===== src/rtl/sa_params_pkg.sv =====
// Shared systolic-array parameters.
// Bus widths used across the operand path.
package sa_params_pkg;
    localparam int AXI_DATA_WIDTH = 32;
endpackage


===== src/rtl/pp_tile_reader.sv =====
// Consume-side reader for the ping-pong tile buffer.
// Streams one tile out with latency hidden behind a 2-entry FIFO.
module pp_tile_reader
    import sa_params_pkg::*;
#(
    parameter int DATA_W = AXI_DATA_WIDTH,
    parameter int ADDR_W = 10
) (
    input  logic              clk,
    input  logic              rstn,
    input  logic              start,
    input  logic [ADDR_W-1:0] base_addr,
    input  logic [ADDR_W:0]   tile_len,
    output logic              busy,
    output logic              done,
    output logic              err,
    output logic              consume_req,
    input  logic              consume_busy,
    input  logic              consume_done,
    input  logic              bank_sel,
    output logic [ADDR_W-1:0] rd_addr,
    input  logic [DATA_W-1:0] rd_rdata,
    output logic              m_valid,
    input  logic              m_ready,
    output logic [DATA_W-1:0] m_data,
    output logic              m_last,
    output logic              m_bank
);

    typedef enum logic [2:0] {
        IDLE,
        REQ,
        WAIT_ACK,
        READ,
        FLUSH
    } state_t;

    localparam logic [ADDR_W:0]   CNT_ONE  = 1;
    localparam logic [ADDR_W-1:0] ADDR_ONE = 1;

    state_t state;
    state_t state_nxt;
    logic   req_nxt;
    logic   err_nxt;
    logic   done_nxt;

    logic [ADDR_W-1:0] base_q;
    logic [ADDR_W:0]   len_q;
    logic [ADDR_W:0]   issued;
    logic [ADDR_W:0]   returned;
    logic              inflight;

    logic [DATA_W-1:0] fifo_data [2];
    logic [1:0]        fifo_last;
    logic              wr_ptr;
    logic              rd_ptr;
    logic [1:0]        count;

    logic       legal;
    logic       pop;
    logic [1:0] occ;
    logic       issue;
    logic       last_issue;

    assign legal = (tile_len != '0) &&
                   (!tile_len[ADDR_W] || (tile_len[ADDR_W-1:0] == '0));

    assign m_valid = (count != 2'd0);
    assign m_data  = fifo_data[rd_ptr];
    assign m_last  = fifo_last[rd_ptr];
    assign busy    = (state != IDLE);
    assign pop     = m_valid && m_ready;

    // Credit counts the slot freed by this cycle's pop, so a streaming
    // consumer never sees a bubble.
    assign occ        = count - {1'b0, pop} + {1'b0, inflight};
    assign issue      = (state == READ) && (occ < 2'd2);
    assign last_issue = ((issued + CNT_ONE) == len_q);

    always_comb begin
        state_nxt = state;
        req_nxt   = 1'b0;
        err_nxt   = 1'b0;
        done_nxt  = 1'b0;
        unique case (state)
            IDLE: begin
                if (start) begin
                    if (legal) state_nxt = REQ;
                    else       err_nxt   = 1'b1;
                end
            end
            REQ: begin
                if (!consume_busy) begin
                    req_nxt   = 1'b1;
                    state_nxt = WAIT_ACK;
                end
            end
            WAIT_ACK: begin
                if (consume_done) state_nxt = READ;
            end
            READ: begin
                if (issue && last_issue) state_nxt = FLUSH;
            end
            FLUSH: begin
                if (pop && m_last) begin
                    done_nxt  = 1'b1;
                    state_nxt = IDLE;
                end
            end
            default: state_nxt = IDLE;
        endcase
    end

    always_ff @(posedge clk or negedge rstn) begin
        if (!rstn) begin
            state       <= IDLE;
            consume_req <= 1'b0;
            err         <= 1'b0;
            done        <= 1'b0;
        end else begin
            state       <= state_nxt;
            consume_req <= req_nxt;
            err         <= err_nxt;
            done        <= done_nxt;
        end
    end

    always_ff @(posedge clk or negedge rstn) begin
        if (!rstn) begin
            base_q    <= '0;
            len_q     <= '0;
            issued    <= '0;
            returned  <= '0;
            inflight  <= 1'b0;
            rd_addr   <= '0;
            m_bank    <= 1'b0;
            fifo_last <= '0;
            wr_ptr    <= 1'b0;
            rd_ptr    <= 1'b0;
            count     <= 2'd0;
            for (int i = 0; i < 2; i++) fifo_data[i] <= '0;
        end else begin
            if (state == IDLE && start && legal) begin
                base_q <= base_addr;
                len_q  <= tile_len;
            end
            if (state == WAIT_ACK && consume_done) begin
                m_bank   <= bank_sel;
                rd_addr  <= base_q;
                issued   <= '0;
                returned <= '0;
            end
            if (issue) begin
                issued <= issued + CNT_ONE;
                if (!last_issue) rd_addr <= rd_addr + ADDR_ONE;
            end
            inflight <= issue;
            if (inflight) begin
                fifo_data[wr_ptr] <= rd_rdata;
                fifo_last[wr_ptr] <= (returned == (len_q - CNT_ONE));
                wr_ptr            <= ~wr_ptr;
                returned          <= returned + CNT_ONE;
            end
            if (pop) rd_ptr <= ~rd_ptr;
            count <= count + {1'b0, inflight} - {1'b0, pop};
        end
    end

endmodule


===== config.mk =====
export PLATFORM = sky130hd
export DESIGN_NAME = pp_tile_reader
export DESIGN_NICKNAME = d
export VERILOG_FILES = /design/src/rtl/sa_params_pkg.sv /design/src/rtl/pp_tile_reader.sv
export SDC_FILE = /design/constraint.sdc
export NUM_CORES = 1
export LEC_CHECK = 0
export BUFFER_PORTS_ARGS = -buffer_cell sky130_fd_sc_hd__buf_2
export CAP_MARGIN = 20
export CELL_PAD_IN_SITES_DETAIL_PLACEMENT = 0
export CELL_PAD_IN_SITES_GLOBAL_PLACEMENT = 1
export CORE_MARGIN = 8
export CORE_UTILIZATION = 30
export DETAILED_ROUTE_END_ITERATION = 7
export PLACE_DENSITY = 0.6
export SKIP_LAST_GASP = 1
export SLEW_MARGIN = 30
export SYNTH_ARGS = -nofsm -noshare
export SYNTH_HDL_FRONTEND = slang
export SYNTH_SLANG_ARGS = --single-unit

===== constraint.sdc =====
create_clock -name clk -period 4.37 [get_ports clk]
set_clock_uncertainty 0.15 [all_clocks]
set_input_delay 0.437 -clock clk [delete_from_list [all_inputs] [get_ports clk]]
set_output_delay 0.437 -clock clk [all_outputs]
set_load 0.05 [all_outputs]

==> out/metrics.yaml, run 1 <==
run_status:
  status: "finished, final reports clean"
finish:
  n_antenna_cell: 0
  finalNonFillerCells: 979
  layout_common_cells: "dfrtp_1 (131), mux2_2 (117), buf_2 (107), nand2_1 (48), nor2_1 (31)"
  nets: 753
  syn2layout_area_growth_pct: 22.4
  stdcell_area_um2: 8160
  drive_above_1_share: 0.403
  layout_commonest_cell: "dfrtp_1"
critical_path:
  startpoint_type: "register"
  critPathMaxFanout: 13
  r2r_end: "rd_addr[9]$_DFF_PN0_"
  cp_slowest_cell: "a31oi_4"
  slowest_delay_ps: 430
  ff2ff_setup_slack_ps: 1110
  arrival_ps: 3410
  cp-end-kind: "register"
  critical_path_class: "register to register"
  rr_worst_depth: 11
  crit_required_ps: 4530
  path_cells: "o21ai_0, inv_1, ha_1, inv_1, ha_1, xnor2_1, xnor2_1, or3_1, a31oi_4, mux2_4, o221a_1"
  r2r-start: "count[1]$_DFF_PN0_"
logic_synthesis:
  syn_nets: 652
  ys_async_sr_fraction: 1.00
  ys_types: 60
  postSynthCellCount: 586
  syn_area_um2: 6660
  synth_edf_count: 0
  synth_area_per_cell_um2: 11.4
  ys_seq_area_frac: 0.492
  synth-seq-cells: 131
  synth-main-ff-cell: "dfrtp_1"
  ys_warn_count: 0
floorplan:
  initial_core_util: 0.305
  dieHeight_um: 165
  core_um2: 21800
  io_pins: 109
  fp.dieW_um: 165
  die_area_um2: 27200
  row_count: 54
flow_run:
  cap_violations: 0
timing:
  drv_slew: 0
  final.period_utilization: 0.745
  relSlewSlack: 0.476
  min_period_ps: 3260
  worst_slack_ps: 1110
  rsz0062_at_grt: "false"
  tightest_slew_ps: 786
  final_hold_viol_count: 0
  setup-violations-final: 0
  fin_setup_tns_ps: 0
  holdWs_ps: 63.5
  fmax_mhz: 307
global_route:
  antenna_found_initial: 0
  grt_pass1_wl_mm: 26.6
  grt_max_degree: 84
  track_usage: 0.122
  grt_overflow: 0
  grt_pass1_vias: 5027
route:
  routed_wl_mm: 16.3
  via_count: 4792
  wl_per_cell_um: 16.6
  drtPass1Iterations: 4
  drtAntennaViolNets: 0
  initialDrtViolationCount: 216
  vias_per_cell: 4.89
  drc: 0
clocking:
  clk_latency_ps: 420
  clockBufferDepth: 2
  ctsResizeCount: 0
  cts_tree: "built"
  h-tree-depth: 4
  post-cts-setup-buffers: 0
  clk_pin_slew_ps: 60
  numCtsBuffers: 17
  hold_buffers: 1
  clock_sinks: 131
  root_buffer: "clkbuf_16"
place:
  gp_congestion: 0.750
  placed_area_um2: 7530
  portBuffers: 108
  place_ws_ps: 1090
  place_inst: 947
  place_hpwl_mm: 11.7
min_path:
  min_path_cells: 3
  hold_path_class: "primary input to register"
  hp-start: "bank_sel"
  worstHoldEndpoint: "m_bank$_DFFE_PN0P_"
power:
  ir_drop_mv: 0.368
  leakage_nw: 3.63
  pwr_density_cell_nw_per_um2: 918
==> kinds of logic (layout without fill, tap and decap cells) <==
logic type      after synthesis  after routing  synth area share
buf+inv                      51            164            0.0299
fa+ha+maj                     6              6            0.0113
compound gates               76             76            0.0798
simple gates                149            149             0.110
xor+xnor                     37             37            0.0486
mux                         136            136             0.229
flops                       131            131             0.492
==> layout make-up <==
| class | instances | area (µm²) |
|---|---|---|
| well taps | 280 | 350 |
| clock buffers | 20 | 467 |
| repair buffers | 118 | 657 |
| flip-flops and latches | 131 | 3280 |
| inverters | 15 | 56.3 |
| clock inverters | 11 | 150 |
| multi-input cells | 404 | 3200 |
| fillers | 2147 | 13700 |
==> metal layers <==
metal,wire length (µm),GRT usage,share of wire,vias up
li1,-,-,-,2302
met1,7750,0.160,0.48,2357
met2,7410,0.191,0.45,120
met3,1020,0.0361,0.062,13
met4,127,0.0360,0.0078,0
met5,0,0,0,-
==> synthesized netlist by cell type, types with 2 or more instances <==
| library cell | n | area share |
|---|---|---|
| and3_1 | 9 | 0.0084 |
| a31oi_1 | 4 | 0.0038 |
| nand2b_1 | 2 | 0.0019 |
| a21oi_1 | 5 | 0.0038 |
| o211ai_1 | 4 | 0.0045 |
| nor4_1 | 3 | 0.0028 |
| ha_1 | 6 | 0.011 |
| nand2_1 | 49 | 0.028 |
| dfrtp_1 | 131 | 0.49 |
| o31ai_1 | 2 | 0.0023 |
| nor3b_1 | 2 | 0.0023 |
| mux2i_1 | 16 | 0.024 |
| mux2_4 | 3 | 0.0068 |
| xnor2_1 | 18 | 0.024 |
| a221oi_2 | 2 | 0.0045 |
| buf_2 | 6 | 0.0045 |
| o21ai_0 | 22 | 0.017 |
| nor3_1 | 11 | 0.0083 |
| nand3_1 | 18 | 0.014 |
| a211oi_1 | 2 | 0.0023 |
| o221a_1 | 4 | 0.0068 |
| o21ai_1 | 12 | 0.0090 |
| nand4_1 | 7 | 0.0066 |
| and2_1 | 4 | 0.0038 |
| or3_1 | 2 | 0.0019 |
| clkbuf_1 | 29 | 0.016 |
| o21a_1 | 2 | 0.0023 |
| mux2_2 | 117 | 0.20 |
| nor2_1 | 31 | 0.017 |
| inv_1 | 14 | 0.0079 |
| o21bai_1 | 2 | 0.0023 |
| xor2_1 | 19 | 0.025 |
==> sequential cells by signal, summed over array words and instances (netlist names), 2 cells and up <==
name       count
fifo_data     64
issued        11
len_q         11
returned      11
base_q        10
rd_addr       10
state          3
count          2
fifo_last      2
==> report_power, final <==
group	internal, mW	switching (mW)
sequential	1.75	0.485
combinational	1.46	2.30
clock	0.944	0.546
total	4.16	3.33
==> worst max-delay path, delay by kind of cell, from the launching register on <==
kind	cells	cell delay [ps]
AO/OA/AOI/OAI	3	960
XOR/XNOR	2	300
adder cells (fa/ha/maj)	2	460
buffers and inverters	2	130
flip-flops	1	390
multiplexers	1	340
AND/OR/NAND/NOR	1	420
==> through the flow <==
| step | power, mW | util |
|---|---|---|
| 5_1_grt | 7.97 | 0.374 |
| 3_5_place_dp | 6.05 | 0.345 |
| 3_3_place_gp | 5.92 | 0.343 |
| 4_1_cts | 7.58 | 0.374 |
| 2_1_floorplan | 5.15 | - |
| 6_report | 7.48 | 0.374 |
==> how the worst max path moves through the flow <==
stage | cells after the start | endpoint | from
after global routing | 13 | issued[7]$_DFFE_PN0P_ | count[0]$_DFF_PN0_
after global placement | 12 | rd_addr[2]$_DFF_PN0_ | m_ready
after CTS | 11 | rd_addr[9]$_DFF_PN0_ | count[1]$_DFF_PN0_
after detailed placement | 12 | rd_addr[9]$_DFF_PN0_ | m_ready
after floorplan | 12 | rd_addr[2]$_DFF_PN0_ | count[1]$_DFF_PN0_
final | 11 | rd_addr[9]$_DFF_PN0_ | count[1]$_DFF_PN0_
Power figures use the tool's default switching activity.
==> inputs of run 2 (changes only) <==
==> constraint.sdc (replaced) <==
create_clock -name clk -period 3.4 [get_ports clk]
set_clock_uncertainty 0.15 [all_clocks]
set_input_delay 0.34 -clock clk [delete_from_list [all_inputs] [get_ports clk]]
set_output_delay 0.34 -clock clk [all_outputs]
set_load 0.05 [all_outputs]
==> run 2 against run 1 <==
Via count up 2.2%. Wire length up 0.89%. Cell area up 1.3%. Combinational power up 30%. Worst hold slack worse by 36 ps. Clock-buffer cell count down 1. Non-clock buffer count up 16. Largest power group unchanged.
==> out/metrics.yaml, run 2 (synthesis gave the netlist of run 1 again) <==
run_status:
  status: "finished, final reports clean"
global_route:
  grtUsageMet1: 0.151  # -0.00888
  grt_pass1_vias: 5313  # +5.7%
  use_met3: 0.0379  # +0.00174
  grt_max_degree: 70  # -17%
  grt_util_met2: 0.210  # +0.0195
  track_usage: 0.125  # +0.00340
  grt_overflow: 0  # unchanged
  antenna_found_initial: 0  # unchanged
  grt_pass1_wl_mm: 27.1  # +2.2%
  busiest_layer: "met2"
critical_path:
  arrival_ps: 3290  # -120 ps
  cp_slowest_cell: "or3_1"
  path_delay_family: "compound AO/OA/AOI/OAI gates"
  r2r-start: "count[1]$_DFF_PN0_"
  rr_worst_depth: 12  # +1
  startpoint_type: "register"
  slowest_delay_ps: 430  # about the same
  worst-path-buf-inv: 3  # +1
  r2r_end: "rd_addr[5]$_DFF_PN0_"
  crit_required_ps: 3590  # -940 ps
  critPathMaxFanout: 9  # -4
  cp-end-kind: "register"
  ff2ff_setup_slack_ps: 310  # -800 ps
  path_cells: "o21ai_0, inv_1, ha_1, inv_1, ha_1, xnor2_1, xnor2_1, or3_1, a31oi_4, buf_4, mux2i_1, o221a_1"
  critical_path_class: "register to register"
clocking:
  numCtsBuffers: 17  # unchanged
  clockBufferDepth: 2  # unchanged
  clock_sinks: 131  # unchanged
  root_buffer: "clkbuf_16"
  h-tree-depth: 4  # unchanged
  cts_tree: "built"
  post-cts-setup-buffers: 0  # unchanged
  clk_pin_slew_ps: 60  # about the same
  clk_latency_ps: 410  # about the same
route:
  vias_per_cell: 4.92  # +0.43%
  wl_per_cell_um: 16.5  # -0.83%
  drtPass1Iterations: 5  # +1
  via_count: 4896  # +2.2%
  routed_wl_mm: 16.4  # +0.89%
  initialDrtViolationCount: 202  # -6.5%
  drtAntennaViolNets: 0  # unchanged
  drc: 0  # unchanged
finish:
  drive_above_1_share: 0.399  # -0.00399
  largest_register_ffs: 64  # unchanged
  syn2layout_area_growth_pct: 24.0
  fin_util: 0.379  # +0.00493
  multi_input_area_um2: 3200  # unchanged
  stdcell_area_um2: 8260  # +1.3%
  layout_commonest_cell: "dfrtp_1"
  top_register: "fifo_data"
  n_antenna_cell: 0  # unchanged
  layout_common_cells: "dfrtp_1 (131), mux2_2 (117), buf_2 (107), nand2_1 (49), nor2_1 (30)"
  seqCellArea_um2: 3280  # unchanged
  nets: 769  # +2.1%
  fill_cells: 2141  # -0.28%
timing:
  setup-violations-final: 0  # unchanged
  fin_setup_tns_ps: 0  # unchanged
  relSlewSlack: 0.508  # +0.0323
  holdWs_ps: 27.2  # -36.3 ps
  min_period_ps: 3090  # -166 ps
  final.period_utilization: 0.909  # +0.164
  worst_slack_ps: 309  # -804 ps
  rsz0062_at_grt: "false"
  drv_slew: 0  # unchanged
  tightest_slew_ps: 732  # -54.2 ps
  final_hold_viol_count: 0  # unchanged
  fmax_mhz: 324  # +5.4%
floorplan:
  die_area_um2: 27200  # unchanged
  core_um2: 21800  # unchanged
  fp.dieW_um: 165  # unchanged
  initial_core_util: 0.305  # unchanged
  row_count: 54  # unchanged
  io_pins: 109  # unchanged
  dieHeight_um: 165  # unchanged
power:
  pwr-share-seq: 0.299  # about the same
  combPwrFrac: 0.510  # +0.008
  ir_drop_mv: 0.450  # +22%
  intPower_mw: 5.26  # +27%
  pwr_density_cell_nw_per_um2: 1160  # +26%
  sw_frac_of_total: 0.450  # +0.00524
  leakage_nw: 3.67  # +1.2%
  clkPwrFrac: 0.192  # -0.007
  p_sw_mw: 4.30  # +29%
min_path:
  hp-start: "rd_rdata[11]"
  min_path_cells: 2  # -1
  hold_path_class: "primary input to register"
  worstHoldEndpoint: "fifo_data[11]$_DFFE_PN0P_"
place:
  gp_congestion: 0.791  # +5.4%
  place_hpwl_mm: 11.6  # -0.68%
  placed_area_um2: 7530  # about the same
  portBuffers: 108  # unchanged
  place_ws_ps: 309  # -783 ps
flow_run:
  cap_violations: 0  # unchanged
==> run 2: changes by cell type in the layout (fill, tap and decap cells not counted), sizes merged <==
cell / before / now
clkbuf: 20 / 19
buf: 117 / 121
clkinv: 3 / 5
bufinv: 3 / 2
dlygate4sd3: 1 / 13
clkinvlp: 2 / 3
==> run 2: worst max-delay path by stage <==
stage                                  start                    end  slack [ps]  depth (start not counted)
after floorplan           count[1]$_DFF_PN0_   rd_addr[2]$_DFF_PN0_         280                         12
after global placement    count[1]$_DFF_PN0_   rd_addr[2]$_DFF_PN0_         390                         11
after detailed placement  count[1]$_DFF_PN0_  issued[9]$_DFFE_PN0P_         310                         13
after CTS                 count[1]$_DFF_PN0_  issued[8]$_DFFE_PN0P_         260                         13
after global routing      count[0]$_DFF_PN0_   rd_addr[5]$_DFF_PN0_          80                         12
final                     count[1]$_DFF_PN0_   rd_addr[5]$_DFF_PN0_         310                         12
==> run 2: cell type report <==
cell class / instances / area share
clock buffers: 19 / 0.0536
clock inverters: 13 / 0.0183
inverters: 15 / 0.00681
multi-input cells: 404 / 0.387
flip-flops and latches: 131 / 0.397
well taps: 280 / 0.0424
repair buffers: 134 / 0.0952
==> run 2: metal layers <==
layer  share of wire  vias up
li1                -     2325
met1            0.45     2423
met2            0.48      128
met3           0.065       20
met4           0.013        0
met5               0        -
==> run 2: what timing repair did <==
action                                  CTS  global route
endpoints found under the setup margin    0             5
gates resized for setup                   0             1
endpoints found under the hold margin    80             0
hold buffers                             13             0
==> run 2: through the flow <==
step	std cells	power, mW
2_1_floorplan	586	6.62
3_3_place_gp	951	7.63
3_5_place_dp	951	7.78
4_1_cts	996	9.69
5_1_grt	996	10.2
6_report	996	9.56
==> run 2: power by group through the flow <==
| stage | registers [mW] | logic (mW) | clock network (mW) |
|---|---|---|---|
| after detailed placement | 2.89 | 4.90 | 0 |
| final | 2.85 | 4.87 | 1.84 |
| after floorplan | 2.83 | 3.79 | 0 |
| after CTS | 2.86 | 4.92 | 1.90 |
| after global routing | 2.98 | 5.26 | 1.97 |
| after global placement | 2.84 | 4.79 | 0 |
